===== src/rtl/load_store_completion_buffer_if.sv =====
// Handshake and CDB bundle between the LoadStore unit, the completion buffer and the CDB arbiters.
// The master modport is the buffer's own view; slave is the surrounding pipeline.
interface load_store_completion_buffer_if #(
  parameter int DEPTH_BITS = 2,
  parameter int CDB_COUNT  = 2,
  parameter int DATA_WIDTH = 32,
  parameter int RRN_WIDTH  = 6
);
  logic                            i_flush;
  logic                            i_in_valid;
  logic                            o_in_ready;
  logic [DATA_WIDTH-1:0]           i_in_result;
  logic [DATA_WIDTH-1:0]           i_in_address;
  logic [DATA_WIDTH-1:0]           i_in_result_address;
  logic [RRN_WIDTH-1:0]            i_in_rrn;
  logic                            i_in_reg_write;
  logic [CDB_COUNT-1:0]            o_bus_req;
  logic [CDB_COUNT-1:0]            i_bus_grant;
  logic [CDB_COUNT-1:0]            o_cdb_valid;
  logic [CDB_COUNT*DATA_WIDTH-1:0] o_cdb_result;
  logic [CDB_COUNT*DATA_WIDTH-1:0] o_cdb_address;
  logic [CDB_COUNT*DATA_WIDTH-1:0] o_cdb_result_address;
  logic [CDB_COUNT*RRN_WIDTH-1:0]  o_cdb_rrn;
  logic [CDB_COUNT-1:0]            o_cdb_reg_write;
  logic [DEPTH_BITS:0]             o_count;
  logic                            o_full;

  modport master (
    input  i_flush, i_in_valid, i_in_result, i_in_address, i_in_result_address,
           i_in_rrn, i_in_reg_write, i_bus_grant,
    output o_in_ready, o_bus_req, o_cdb_valid, o_cdb_result, o_cdb_address,
           o_cdb_result_address, o_cdb_rrn, o_cdb_reg_write, o_count, o_full
  );

  modport slave (
    output i_flush, i_in_valid, i_in_result, i_in_address, i_in_result_address,
           i_in_rrn, i_in_reg_write, i_bus_grant,
    input  o_in_ready, o_bus_req, o_cdb_valid, o_cdb_result, o_cdb_address,
           o_cdb_result_address, o_cdb_rrn, o_cdb_reg_write, o_count, o_full
  );
endinterface


===== src/rtl/load_store_completion_buffer.sv =====
// FIFO of completed load/store results that broadcasts the oldest entries on
// whichever CDB channels the arbiters grant, up to CDB_COUNT per cycle.
module load_store_completion_buffer #(
  parameter int DEPTH_BITS = 2,
  parameter int CDB_COUNT  = 2,
  parameter int DATA_WIDTH = 32,
  parameter int RRN_WIDTH  = 6
) (
  input  logic                          i_clk,
  input  logic                          i_reset_n,
  load_store_completion_buffer_if.master bus
);
  localparam int DEPTH = 1 << DEPTH_BITS;
  localparam int CW    = DEPTH_BITS + 1;

  logic [DATA_WIDTH-1:0] result_mem         [DEPTH];
  logic [DATA_WIDTH-1:0] address_mem        [DEPTH];
  logic [DATA_WIDTH-1:0] result_address_mem [DEPTH];
  logic [RRN_WIDTH-1:0]  rrn_mem            [DEPTH];
  logic                  reg_write_mem      [DEPTH];

  logic [DEPTH_BITS-1:0] head;
  logic [DEPTH_BITS-1:0] tail;
  logic [CW-1:0]         count;

  logic                  in_ready;
  logic                  push;
  logic [CDB_COUNT-1:0]  bus_req;
  logic [CDB_COUNT-1:0]  grant_eff;
  logic [CW-1:0]         pop_count;
  logic [DEPTH_BITS-1:0] rd_idx;

  logic [CDB_COUNT*DATA_WIDTH-1:0] cdb_result;
  logic [CDB_COUNT*DATA_WIDTH-1:0] cdb_address;
  logic [CDB_COUNT*DATA_WIDTH-1:0] cdb_result_address;
  logic [CDB_COUNT*RRN_WIDTH-1:0]  cdb_rrn;
  logic [CDB_COUNT-1:0]            cdb_reg_write;

  // Ready looks only at the registered count, so a pop in the same cycle never frees a slot early.
  assign in_ready = i_reset_n && (count < CW'(DEPTH)) && !bus.i_flush;
  assign push     = bus.i_in_valid && in_ready;

  // Channel c asks for the bus only if there is a c-th oldest entry waiting.
  always_comb begin
    bus_req = '0;
    for (int c = 0; c < CDB_COUNT; c++) begin
      bus_req[c] = (CW'(c) < count) && !bus.i_flush;
    end
  end

  // Granted channels are filled in ascending order with consecutive entries from head.
  always_comb begin
    grant_eff          = bus.i_bus_grant & bus_req;
    pop_count          = '0;
    rd_idx             = '0;
    cdb_result         = '0;
    cdb_address        = '0;
    cdb_result_address = '0;
    cdb_rrn            = '0;
    cdb_reg_write      = '0;
    for (int c = 0; c < CDB_COUNT; c++) begin
      rd_idx = head + pop_count[DEPTH_BITS-1:0];
      if (grant_eff[c]) begin
        cdb_result[c*DATA_WIDTH +: DATA_WIDTH]         = result_mem[rd_idx];
        cdb_address[c*DATA_WIDTH +: DATA_WIDTH]        = address_mem[rd_idx];
        cdb_result_address[c*DATA_WIDTH +: DATA_WIDTH] = result_address_mem[rd_idx];
        cdb_rrn[c*RRN_WIDTH +: RRN_WIDTH]              = rrn_mem[rd_idx];
        cdb_reg_write[c]                               = reg_write_mem[rd_idx];
        pop_count                                      = pop_count + CW'(1);
      end
    end
  end

  // Pointer and occupancy state; flush wins over any same-cycle push or pop.
  always_ff @(posedge i_clk or negedge i_reset_n) begin
    if (!i_reset_n) begin
      head  <= '0;
      tail  <= '0;
      count <= '0;
    end else if (bus.i_flush) begin
      head  <= '0;
      tail  <= '0;
      count <= '0;
    end else begin
      if (push) begin
        tail <= tail + DEPTH_BITS'(1);
      end
      head  <= head + pop_count[DEPTH_BITS-1:0];
      count <= count + CW'(push) - pop_count;
    end
  end

  // Entry storage carries no reset; validity is tracked entirely by head/count.
  always_ff @(posedge i_clk) begin
    if (push) begin
      result_mem[tail]         <= bus.i_in_result;
      address_mem[tail]        <= bus.i_in_address;
      result_address_mem[tail] <= bus.i_in_result_address;
      rrn_mem[tail]            <= bus.i_in_rrn;
      reg_write_mem[tail]      <= bus.i_in_reg_write;
    end
  end

  assign bus.o_in_ready           = in_ready;
  assign bus.o_bus_req            = bus_req;
  assign bus.o_cdb_valid          = grant_eff;
  assign bus.o_cdb_result         = cdb_result;
  assign bus.o_cdb_address        = cdb_address;
  assign bus.o_cdb_result_address = cdb_result_address;
  assign bus.o_cdb_rrn            = cdb_rrn;
  assign bus.o_cdb_reg_write      = cdb_reg_write;
  assign bus.o_count              = count;
  assign bus.o_full               = (count == CW'(DEPTH));
endmodule


===== src/flat_wrapper.sv =====
// flat-port wrapper written by rule: the top's interface ports become plain ports
module load_store_completion_buffer_flat 
#(
  parameter int DEPTH_BITS = 2,
  parameter int CDB_COUNT  = 2,
  parameter int DATA_WIDTH = 32,
  parameter int RRN_WIDTH  = 6
)
  (i_clk, i_reset_n, bus_i_flush, bus_i_in_valid, bus_i_in_result, bus_i_in_address, bus_i_in_result_address, bus_i_in_rrn, bus_i_in_reg_write, bus_i_bus_grant, bus_o_in_ready, bus_o_bus_req, bus_o_cdb_valid, bus_o_cdb_result, bus_o_cdb_address, bus_o_cdb_result_address, bus_o_cdb_rrn, bus_o_cdb_reg_write, bus_o_count, bus_o_full);
  load_store_completion_buffer_if #(.DEPTH_BITS(DEPTH_BITS), .CDB_COUNT(CDB_COUNT), .DATA_WIDTH(DATA_WIDTH), .RRN_WIDTH(RRN_WIDTH)) bus_i ();
  input  logic i_clk;
  input  logic i_reset_n;
  input wire logic [$bits(bus_i.i_flush)-1:0] bus_i_flush;
  input wire logic [$bits(bus_i.i_in_valid)-1:0] bus_i_in_valid;
  input wire logic [$bits(bus_i.i_in_result)-1:0] bus_i_in_result;
  input wire logic [$bits(bus_i.i_in_address)-1:0] bus_i_in_address;
  input wire logic [$bits(bus_i.i_in_result_address)-1:0] bus_i_in_result_address;
  input wire logic [$bits(bus_i.i_in_rrn)-1:0] bus_i_in_rrn;
  input wire logic [$bits(bus_i.i_in_reg_write)-1:0] bus_i_in_reg_write;
  input wire logic [$bits(bus_i.i_bus_grant)-1:0] bus_i_bus_grant;
  output wire logic [$bits(bus_i.o_in_ready)-1:0] bus_o_in_ready;
  output wire logic [$bits(bus_i.o_bus_req)-1:0] bus_o_bus_req;
  output wire logic [$bits(bus_i.o_cdb_valid)-1:0] bus_o_cdb_valid;
  output wire logic [$bits(bus_i.o_cdb_result)-1:0] bus_o_cdb_result;
  output wire logic [$bits(bus_i.o_cdb_address)-1:0] bus_o_cdb_address;
  output wire logic [$bits(bus_i.o_cdb_result_address)-1:0] bus_o_cdb_result_address;
  output wire logic [$bits(bus_i.o_cdb_rrn)-1:0] bus_o_cdb_rrn;
  output wire logic [$bits(bus_i.o_cdb_reg_write)-1:0] bus_o_cdb_reg_write;
  output wire logic [$bits(bus_i.o_count)-1:0] bus_o_count;
  output wire logic [$bits(bus_i.o_full)-1:0] bus_o_full;
  assign bus_i.i_flush = bus_i_flush;
  assign bus_i.i_in_valid = bus_i_in_valid;
  assign bus_i.i_in_result = bus_i_in_result;
  assign bus_i.i_in_address = bus_i_in_address;
  assign bus_i.i_in_result_address = bus_i_in_result_address;
  assign bus_i.i_in_rrn = bus_i_in_rrn;
  assign bus_i.i_in_reg_write = bus_i_in_reg_write;
  assign bus_i.i_bus_grant = bus_i_bus_grant;
  assign bus_o_in_ready = bus_i.o_in_ready;
  assign bus_o_bus_req = bus_i.o_bus_req;
  assign bus_o_cdb_valid = bus_i.o_cdb_valid;
  assign bus_o_cdb_result = bus_i.o_cdb_result;
  assign bus_o_cdb_address = bus_i.o_cdb_address;
  assign bus_o_cdb_result_address = bus_i.o_cdb_result_address;
  assign bus_o_cdb_rrn = bus_i.o_cdb_rrn;
  assign bus_o_cdb_reg_write = bus_i.o_cdb_reg_write;
  assign bus_o_count = bus_i.o_count;
  assign bus_o_full = bus_i.o_full;
  load_store_completion_buffer #(.DEPTH_BITS(DEPTH_BITS), .CDB_COUNT(CDB_COUNT), .DATA_WIDTH(DATA_WIDTH), .RRN_WIDTH(RRN_WIDTH)) u_core (.i_clk(i_clk), .i_reset_n(i_reset_n), .bus(bus_i));
endmodule

===== config.mk =====
export PLATFORM = sky130hd
export DESIGN_NAME = load_store_completion_buffer_flat
export DESIGN_NICKNAME = d
export VERILOG_FILES = /design/src/rtl/load_store_completion_buffer_if.sv /design/src/rtl/load_store_completion_buffer.sv /design/src/flat_wrapper.sv
export SDC_FILE = /design/constraint.sdc
export NUM_CORES = 1
export LEC_CHECK = 0
export ABC_AREA = 1
export CAP_MARGIN = 20
export CORE_ASPECT_RATIO = 1.75
export CORE_UTILIZATION = 41
export CTS_CLUSTER_DIAMETER = 30
export DETAILED_ROUTE_END_ITERATION = 10
export GPL_TIMING_DRIVEN = 0
export MAX_ROUTING_LAYER = met4
export SLEW_MARGIN = 20
export SYNTH_ARGS = -nofsm -noshare
export SYNTH_HDL_FRONTEND = slang
export SYNTH_SLANG_ARGS = --single-unit

===== constraint.sdc =====
create_clock -name i_clk -period 7.3 [get_ports i_clk]
set_input_delay 1.46 -clock i_clk [delete_from_list [all_inputs] [get_ports i_clk]]
set_output_delay 1.46 -clock i_clk [all_outputs]
set_load 0.005 [all_outputs]

==> impl_results.md, run 1 <==
- Outcome: finished clean
- Layout cells sized above 1: 8.06%
- Routed Wire Length: 74.6 mm
- Endpoints failing setup: 0
- Drt drc: 0
- Fin. Hold Viols: 0
- Die height: 307 um
- Final Max Tran Viols: 0
- Synth async-reset ratio: 1.67%
- Seq/Total Area, Yosys: 57.7%
- Via density: 5.10
- Crit-path max FO: 10
- Routed Antenna Nets: 0
- Vias in the first global route: 19800
- Post-synth top area share: 56.9%
- PwrDens: 333 nW/um2
- Syn Area/Cell: 8.02 um2
- CTS H-tree lvls: 2
- DP HPWL: 52.0 mm
- Post-CTS resize count: 0
- Commonest non-fill, non-tap cell in the layout: nand2_1
- Core footprint: 52400 um2
- Sw power: 0.00374 W
- Pleak: 12.7 nW
- GRT overflow: 0
- Slew HR: 51.8%
- Initial antenna violation count: 4
- Placer Congestion: 0.860
- Number of synthesized flops with an enable pin: 412
- Startpoint type of the worst setup path: primary input
- Synthesis-to-finish area growth: 30.2%
- Area of the multi-input gates: 7570 um2
- Final net count: 3233
- Synth top area cells: edfxtp_1, nand2_1, nor2_1
- Global-route wire length before repair: 112 mm
- Pre-CTS setup slack: 0.237 ns
- I/O Buffers: 322
- Clock Tree Buf Depth: 3
- Min-Delay Path Class: reg2reg
- Crit Path Class: in2out
- Comb power frac: 41.0%
- Pin count of the biggest net entering global routing: 22
- Minimum clock period: 7.12 ns
- Hold-fix buffers, CTS: 0
- Post-Place Cells: 3732
- CTS buffer count: 57
- CTS tree: done
- Mapped Area: 21700 um2
- Sw Ratio: 39.7%
- Sequential Power Share: 29.1%
- Post-synth net total: 2830
- Worst vdd ir: 0.000250 V
- Setup ws final: 0.185 ns
- Filler cells: 4713
- Max Clock Freq: 141 MHz
- Initial DRC count: 1750
- WP data arrival: 5.66 ns
- Final period util: 97.5%
- Worst-Margin Slew: 0.723 ns
- Number of clock sinks: 419
- Via count: 19600
- Yosys cell types: 19
- IO Pins: 324
- Total internal power: 0.00568 W
- Register area: 12500 um2
- Clk network pwr share: 29.8%
- Commonest non-fill, non-tap cells in the layout: nand2_1, edfxtp_1, clkdlybuf4s50_1, nor2_1, inv_1
- DR WL/cell: 19.4 um
- Std-Cell Rows: 111
- Total negative slack: 0 ns
- Overall Global Routing Usage: 28.5%
- Worst-Skew Late Latency: 0.59 ns
- Total power: 0.00942 W
- CP endpoint kind: output pin
- Die area: 54000 um2
- DR pass1 iterations: 6
- Clk_skew: 0.0126 ns
- Cells on worst reg2reg path: 15
- Synth Instances: 2710
- Top_reg_cell synth: edfxtp_1
- Root Driver: clkbuf_16
- Postcts setup bufs: 0
- Hold path depth: 2
- Yosys Warn Count: 0
- Cell Count, Final, Fillers Out: 3843
- Top cell type by total area after synthesis: edfxtp_1
- Critical Path RT: 5.84 ns
- Die Span X: 176 um
- Initial Utilization: 41.5%
- Max cap viols: 0
- Clk pin slew, worst setup/hold paths: 0.06 ns
- Register bit total from synthesis: 419
- RSZ-0062 raised after global routing: false
[registers in the layout, summed over array words and instances, names as in the netlist]
signal / flops
u_core.tail: 2
u_core.result_mem: 128
u_core.rrn_mem: 24
u_core.address_mem: 128
u_core.head: 2
u_core.reg_write_mem: 4
u_core.bus.o_count: 3
u_core.result_address_mem: 128
[metal layers]
layer	part of all wire, %	GRT usage [%]
met4	4.4	13.7
met2	52	50.6
met3	7.5	4.81
met5	0	-
met1	36	30.3
[worst paths after layout]
check / from / slack, ns / to
max in group asynchronous: i_reset_n / 5.82 / u_core.tail[0]$_DFFE_PN0P_
worst max register to register: u_core.bus.o_count[2]$_DFF_PN0_ / 3.82 / u_core.bus.o_count[2]$_DFF_PN0_
min in group asynchronous: i_reset_n / 1.18 / u_core.bus.o_count[0]$_DFF_PN0_
worst min register to register: u_core.tail[1]$_DFFE_PN0P_ / 0.59 / u_core.tail[1]$_DFFE_PN0P_
worst max-delay path: bus_i_bus_grant[0] / 0.18 / bus_o_cdb_address[42]
worst min-delay path: u_core.tail[1]$_DFFE_PN0P_ / 0.59 / u_core.tail[1]$_DFFE_PN0P_
[Yosys cell counts (6+ instances only)]
| library cell | instances |
|---|---|
| buf_1 | 14 |
| nand3_1 | 212 |
| edfxtp_1 | 412 |
| dfrtp_1 | 7 |
| ha_1 | 10 |
| nor2_1 | 321 |
| nand2_1 | 1353 |
| clkbuf_1 | 21 |
| buf_2 | 107 |
| inv_1 | 223 |
| inv_2 | 6 |
| buf_4 | 13 |
[power by group through the flow]
stage          combinational [W]  clock, W  sequential, W
2_1_floorplan            0.00220         0        0.00280
3_3_place_gp             0.00376         0        0.00281
3_5_place_dp             0.00384         0        0.00279
4_1_cts                  0.00386   0.00285        0.00274
5_1_grt                  0.00426   0.00294        0.00275
6_report                 0.00386   0.00281        0.00274
[final cells by class]
type / count / area share [%]
antenna: 3 / 0.0265
buffer: 158 / 2.82
clock buffer: 63 / 5.12
clock inverter: 45 / 1.77
inverter: 229 / 3.04
multi-input combinational: 1904 / 26.7
sequential: 419 / 44.3
tap: 678 / 3.00
timing repair buffer: 344 / 13.2
[critical path, cell delays in order]
cell             delay [ns]
clkdlybuf4s50_1        0.47
nand3_1                0.41
buf_4                  0.41
buf_4                  0.22
inv_2                  0.12
ha_1                   0.24
buf_2                  0.21
inv_2                  0.23
buf_2                  0.43
buf_2                  0.35
nand2_1                0.08
nand2_1                0.07
nor2_1                 0.04
nor2_1                 0.31
clkdlybuf4s50_1        0.58
[logic make-up after synthesis]
| group | after synthesis | share of synthesized area (%) |
|---|---|---|
| AND/OR/NAND/NOR | 1890 | 33.9 |
| adder cells (fa/ha/maj) | 11 | 0.668 |
| AO/OA/AOI/OAI | 3 | 0.0690 |
| flip-flops | 419 | 57.7 |
| buffers and inverters | 387 | 7.62 |
[stage by stage]
stage | instance area, um2 | util, % | hold WS [ns]
finish | 28300 | 54.1 | 0.595
global placement | 25800 | 49.3 | 0.537
detailed placement | 26400 | 50.3 | 0.575
CTS | 28300 | 54.1 | 0.602
global route | 28300 | 54.1 | 0.623
floorplan | 21700 | - | 0.519
(Power assumes the default switching activity.)
==> inputs of run 2 (changes only) <==
--- a/config.mk
+++ b/config.mk
@@ -13,6 +13,7 @@
 export DETAILED_ROUTE_END_ITERATION = 10
 export GPL_TIMING_DRIVEN = 0
 export MAX_ROUTING_LAYER = met4
+export PLACE_DENSITY = 0.66
 export SLEW_MARGIN = 20
 export SYNTH_ARGS = -nofsm -noshare
 export SYNTH_HDL_FRONTEND = slang
==> constraint.sdc (replaced) <==
create_clock -name i_clk -period 6.35 [get_ports i_clk]
set_input_delay 1.27 -clock i_clk [delete_from_list [all_inputs] [get_ports i_clk]]
set_output_delay 1.27 -clock i_clk [all_outputs]
set_load 0.005 [all_outputs]
==> run 2 against run 1 <==
  * Clock skew grew 0.0082 ns
  * Register-to-register slack worse by 0.72 ns
  * Sequential share of layout area grew 0.28 points
  * Final cell count fell by 0.23%
  * Global-route usage is 0.084 points higher
  * Sequential cell count stayed put
  * Clock power rose by 8.2%
  * Hold slack lost 0.020 ns
  * Via count up 1.2%
  * Sequential power grew 15%
==> impl_results.md, run 2 (synthesized netlist as in run 1, its figures left out) <==
- DR WL/cell: 19.7 um (+1.4%)
- Pin count of the biggest net entering global routing: 22 (unchanged)
- Postcts setup bufs: 0 (unchanged)
- Via density: 5.18 (+1.5%)
- Startpoint type of the worst setup path: primary input
- Commonest non-fill, non-tap cell in the layout: nand2_1
- Routed Antenna Nets: 0 (unchanged)
- Clock Tree Buf Depth: 3 (unchanged)
- Worst vdd ir: 0.000278 V (+11%)
- Worst-Margin Slew: 0.813 ns (+0.0900 ns)
- Post-Route Utilization: 53.7% (-0.34 points)
- DP HPWL: 53.1 mm (+2.1%)
- Fin. Hold Viols: 0 (unchanged)
- Design area: 28100 um2 (-0.64%)
- I/O Buffers: 322 (unchanged)
- Vias in the first global route: 20300 (+2.5%)
- PwrDens: 379 nW/um2 (+14%)
- Final net count: 3228 (-0.15%)
- Initial Utilization: 41.5% (unchanged)
- DR pass1 iterations: 6 (unchanged)
- Placed Area: 26300 um2 (-0.24%)
- Crit Path Class: in2out
- Placer Congestion: 0.863 (+0.33%)
- CP Capture Point: bus_o_cdb_rrn[7]
- Crit-path max FO: 10 (unchanged)
- Outcome: finished clean
- Cell Count, Final, Fillers Out: 3834 (-0.23%)
- FF-to-FF setup slack: 3.10 ns (-0.72 ns)
- Min-Delay Path Class: reg2reg
- Final Max Tran Viols: 0 (unchanged)
- Die Span X: 176 um (unchanged)
- Max cap viols: 0 (unchanged)
- Max Clock Freq: 160 MHz
- Total negative slack: 0 ns (unchanged)
- Via count: 19900 (+1.2%)
- Final period util: 98.2%
- Reg2reg end: u_core.bus.o_count[2]$_DFF_PN0_
- Number of clock sinks: 419 (unchanged)
- Commonest non-fill, non-tap cells in the layout: nand2_1, edfxtp_1, clkdlybuf4s50_1, nor2_1, inv_1
- Core footprint: 52400 um2 (unchanged)
- Minimum clock period: 6.23 ns
- Drt drc: 0 (unchanged)
- Post-Place Cells: 3730 (-0.054%)
- Clk_skew: 0.0208 ns (+0.00820 ns)
- Clk pin slew, worst setup/hold paths: 0.06 ns (about the same)
- CTS tree: done
- Critical Path RT: 5.08 ns (-0.76 ns)
- Pleak: 12.6 nW (-0.85%)
- CTS H-tree lvls: 2 (unchanged)
- RSZ-0062 raised after global routing: false
- Setup crit start: bus_i_bus_grant[0]
- Overall Global Routing Usage: 28.5% (+0.084 points)
- Total power: 0.0107 W (+13%)
- Cells on worst reg2reg path: 14 (-1)
- Std-Cell Rows: 111 (unchanged)
- GRT overflow: 0 (unchanged)
- IO Pins: 324 (unchanged)
- Initial DRC count: 1903 (+8.7%)
- Layout cells sized above 1: 7.93% (-0.14 points)
- Slew HR: 45.7% (-6.1 points)
- Routed Wire Length: 75.5 mm (+1.2%)
- Root Driver: clkbuf_16
- Endpoints failing setup: 0 (unchanged)
- Synthesis-to-finish area growth: 29.4%
- Initial antenna violation count: 3 (-1)
- CP endpoint kind: output pin
- Origin of the critical flop-to-flop path: u_core.bus.o_count[2]$_DFF_PN0_
- Worst-Skew Late Latency: 0.58 ns (about the same)
- WP data arrival: 4.96 ns (-0.70 ns)
- Die area: 54000 um2 (unchanged)
- Biggest regs: u_core.address_mem (128), u_core.result_address_mem (128), u_core.result_mem (128)
- Global-route wire length before repair: 112 mm (+0.51%)
- Hold-fix buffers, CTS: 0 (unchanged)
- CTS buffer count: 54 (-5.3%)
- Die height: 307 um (unchanged)
==> run 2: cell count changes in the layout (fill, tap and decap cells not counted), moves of 2 or more <==
cell	delta
buf_2	-4
clkbuf_16	-2
inv_8	+3
clkbuf_1	-3
clkinv_2	-2
inv_6	-6
buf_16	-3
bufinv_16	-3
clkbuf_4	+3
clkinvlp_4	+7
==> run 2: critical path: stages <==
cell             delay [ns]
clkdlybuf4s50_1        0.49
nand3_2                0.28
buf_6                  0.29
buf_4                  0.21
inv_2                  0.09
ha_1                   0.22
buf_2                  0.22
inv_2                  0.23
clkbuf_4               0.31
buf_2                  0.30
nand2_1                0.09
nand2_1                0.07
nor2_1                 0.05
nor2_1                 0.25
clkdlybuf4s50_1        0.56
==> run 2: timing repair <==
item | 4_1_cts | 5_1_grt
cloned | 0 | 0
setup endpoints to repair | 103 | 26
resized for setup | 2 | 4
==> run 2: layout make-up <==
class | count | area, um2
Clock inverter | 43 | 427
Sequential cell | 419 | 12500
Inverter | 229 | 860
Clock buffer | 58 | 1390
Tap cell | 678 | 848
Buffer | 158 | 812
Timing Repair Buffer | 342 | 3680
Fill cell | 4665 | 24200
Multi-Input combinational cell | 1904 | 7570
Antenna cell | 3 | 7.51
==> run 2: how the worst min path moves through the flow <==
stage | from | endpoint | slack (ns) | depth (start not counted)
2_1_floorplan | u_core.tail[1]$_DFFE_PN0P_ | u_core.tail[1]$_DFFE_PN0P_ | 0.52 | 2
3_3_place_gp | u_core.tail[1]$_DFFE_PN0P_ | u_core.tail[1]$_DFFE_PN0P_ | 0.54 | 2
3_5_place_dp | u_core.tail[1]$_DFFE_PN0P_ | u_core.tail[1]$_DFFE_PN0P_ | 0.56 | 2
4_1_cts | u_core.tail[1]$_DFFE_PN0P_ | u_core.tail[1]$_DFFE_PN0P_ | 0.57 | 2
5_1_grt | u_core.tail[0]$_DFFE_PN0P_ | u_core.tail[0]$_DFFE_PN0P_ | 0.61 | 2
6_report | u_core.tail[0]$_DFFE_PN0P_ | u_core.tail[0]$_DFFE_PN0P_ | 0.57 | 2
==> run 2: power by group <==
part	internal, W	switching (W)	total [W]
logic	0.00146	0.00301	0.00447
registers	0.00312	0.0000404	0.00316
clock network	0.00178	0.00125	0.00304
==> run 2: per-layer routing <==
layer	GRT usage [%]	routed length [um]
met3	3.92	5890
met4	17.4	4500
met5	-	0
met1	29.5	25900
met2	50.8	39300
==> run 2: stage by stage <==
| stage | worst slack [ns] | hold slack (ns) |
|---|---|---|
| floorplan | -0.253 | 0.519 |
| global placement | -5.23 | 0.536 |
| detailed placement | -0.297 | 0.556 |
| CTS | 0.00761 | 0.569 |
| global route | 0.0167 | 0.610 |
| finish | 0.117 | 0.575 |
==> inputs of run 3 (changes only) <==
--- a/config.mk
+++ b/config.mk
@@ -13,7 +13,6 @@
 export DETAILED_ROUTE_END_ITERATION = 10
 export GPL_TIMING_DRIVEN = 0
 export MAX_ROUTING_LAYER = met4
-export PLACE_DENSITY = 0.66
 export SLEW_MARGIN = 20
 export SYNTH_ARGS = -nofsm -noshare
 export SYNTH_HDL_FRONTEND = slang
==> constraint.sdc (replaced) <==
create_clock -name i_clk -period 6 [get_ports i_clk]
set_input_delay 1.2 -clock i_clk [delete_from_list [all_inputs] [get_ports i_clk]]
set_output_delay 1.2 -clock i_clk [all_outputs]
set_load 0.005 [all_outputs]
==> run 3 against run 2 <==
  * Total power increased by 7.9%
  * Hold slack better by 0.023 ns
  * Combinational power grew 6.0%
  * Sequential share of layout area shrank 0.37 points
  * Sequential power increased by 6%
  * Routed wire length down 1.3%
  * Critical path depth shrank 1
  * Largest cell class unchanged
  * Largest power group unchanged
  * Highest routed layer unchanged
==> impl_results.md, run 3 (synthesized netlist as in run 1, its figures left out) <==
- Commonest non-fill, non-tap cells in the layout: nand2_1, edfxtp_1, clkdlybuf4s50_1, nor2_1, inv_1
- Slew HR: 52.0% (+6.3 points)
- WP data arrival: 4.70 ns (-0.26 ns)
- Filler cells: 4710 (+0.96%)
- Die height: 307 um (unchanged)
- Max Clock Freq: 169 MHz
- Core footprint: 52400 um2 (unchanged)
- Setup ws final: 0.0955 ns (-0.0211 ns)
- IO Pins: 324 (unchanged)
- Via density: 5.10 (-1.5%)
- GR Util met1: 30.4% (+0.86 points)
- Overall Global Routing Usage: 28.5% (-0.059 points)
- Global-route wire length before repair: 112 mm (-0.45%)
- CTS buffer count: 57 (+5.6%)
- Outcome: finished clean
- Final period util: 98.4%
- CTS H-tree lvls: 2 (unchanged)
- Crit Path Class: in2out
- RSZ-0062 raised after global routing: false
- Routed Antenna Nets: 0 (unchanged)
- Area of the multi-input gates: 7590 um2 (+0.17%)
- CP endpoint kind: output pin
- Register area: 12500 um2 (unchanged)
- Routing usage on met2: 50.6% (-0.17 points)
- Hold slack: 0.597 ns (+0.0226 ns)
- Crit-path max FO: 10 (unchanged)
- I/O Buffers: 322 (unchanged)
- Worst-Margin Slew: 0.721 ns (-0.0926 ns)
- Commonest non-fill, non-tap cell in the layout: nand2_1
- Placer Congestion: 0.860 (-0.32%)
- Synthesis-to-finish area growth: 30.5%
- GRT overflow: 0 (unchanged)
- Vias in the first global route: 19800 (-2.4%)
- Max cap viols: 0 (unchanged)
- Final net count: 3233 (+0.15%)
- Initial Utilization: 41.5% (unchanged)
- Fin. Hold Viols: 0 (unchanged)
- Die Span X: 176 um (unchanged)
- Pleak: 12.8 nW (+0.99%)
- Critical Path RT: 4.80 ns (-0.28 ns)
- Worst-Skew Late Latency: 0.59 ns (about the same)
- PwrDens: 405 nW/um2 (+7.0%)
- DR WL/cell: 19.4 um (-1.6%)
- Number of clock sinks: 419 (unchanged)
- Final Max Tran Viols: 0 (unchanged)
- Std-Cell Rows: 111 (unchanged)
- Clk pin slew, worst setup/hold paths: 0.05 ns (about the same)
- Biggest regs: u_core.address_mem (128), u_core.result_address_mem (128), u_core.result_mem (128)
- Layout cells sized above 1: 8.19% (+0.26 points)
- DR pass1 iterations: 8 (+2)
- Via count: 19600 (-1.2%)
- Routed Wire Length: 74.5 mm (-1.3%)
- Clock Tree Buf Depth: 3 (unchanged)
- Clk_skew: 0.0147 ns (-0.00610 ns)
- Hold-fix buffers, CTS: 0 (unchanged)
- Pin count of the biggest net entering global routing: 22 (unchanged)
- Endpoints failing setup: 0 (unchanged)
- GR peak layer: met2
- Worst vdd ir: 0.000302 V (+8.4%)
- Initial antenna violation count: 4 (+1)
- CTS tree: done
- Die area: 54000 um2 (unchanged)
- Startpoint type of the worst setup path: primary input
- Pre-CTS setup slack: -0.543 ns (-0.246 ns)
- Met3 Resource Use GR: 4.81% (+0.89 points)
- Postcts setup bufs: 0 (unchanged)
- Root Driver: clkbuf_16
- Initial DRC count: 1689 (-11%)
- DP HPWL: 52.0 mm (-2.1%)
- Drt drc: 0 (unchanged)
- Min-Delay Path Class: reg2reg
- Minimum clock period: 5.90 ns
-- run 3: changes by cell type in the layout (fill, tap and decap cells not counted), sizes merged --
cell,previous run,this run
clkinvlp,9,2
clkbuf,82,87
bufinv,4,7
clkinv,19,22
inv,240,243
buf,154,156
diode,3,4
-- run 3: stage by stage --
stage               TNS [ns]  instance area [um2]  utilization [%]  std cells  total power, W
detailed placement    -39.39                26400             50.3       3732         0.00807
CTS                        0                28300             54.1       3840          0.0115
global route               0                28400             54.2       3843          0.0121
finish                     0                28400             54.2       3844          0.0115
floorplan            -219.49                21700                -       2710         0.00608
global placement    -2239.02                25800             49.3       3710         0.00799
-- run 3: worst paths after layout --
path	startpoint	end	slack, ns	cells past startpoint
max	bus_i_bus_grant[0]	bus_o_cdb_result[41]	0.1	14
min	u_core.tail[1]$_DFFE_PN0P_	u_core.tail[1]$_DFFE_PN0P_	0.60	2
max reg2reg	u_core.bus.o_count[2]$_DFF_PN0_	u_core.bus.o_count[2]$_DFF_PN0_	2.84	15
min reg2reg	u_core.tail[1]$_DFFE_PN0P_	u_core.tail[1]$_DFFE_PN0P_	0.60	2
max in group asynchronous	i_reset_n	u_core.head[0]$_DFF_PN0_	4.77	1
min in group asynchronous	i_reset_n	u_core.bus.o_count[2]$_DFF_PN0_	0.92	1
-- run 3: critical path, cell delays in order --
cell and delay (ns):
clkdlybuf4s50_1 0.46, nand3_4 0.20, buf_6 0.24, buf_4 0.23, inv_2 0.09, ha_1 0.28, buf_2 0.29, buf_4 0.35
buf_2 0.31, nand2_1 0.07, nand2_1 0.07, nor2_1 0.04, nor2_1 0.27, clkdlybuf4s50_1 0.57
-- run 3: layout make-up --
cell class,count,share of cell area [%]
multi-input cells,1904,26.7
well taps,678,2.99
diodes,4,0.0353
plain buffers,158,2.93
clock buffers,63,5.11
inverters,229,3.04
clock inverters,45,1.77
repair buffers,344,13.2
flip-flops and latches,419,44.2
-- run 3: layer usage --
layer	vias to the layer above	share of wire (%)
li1	9287	-
met1	9152	36
met2	937	52
met3	232	7.6
met4	0	4.6
met5	-	0
-- run 3: power breakdown --
| group | total [W] | internal [W] | switching, W |
|---|---|---|---|
| Combinational | 0.00474 | 0.00157 | 0.00318 |
| Sequential | 0.00334 | 0.00330 | 0.0000404 |
| Clock | 0.00342 | 0.00208 | 0.00134 |
| Total | 0.0115 | 0.00694 | 0.00456 |
-- run 3: what timing repair did --
action	in CTS	in global routing
setup endpoints to repair	103	10
hold endpoints to repair	0	0
pin swaps	0	0
resized for setup	11	8
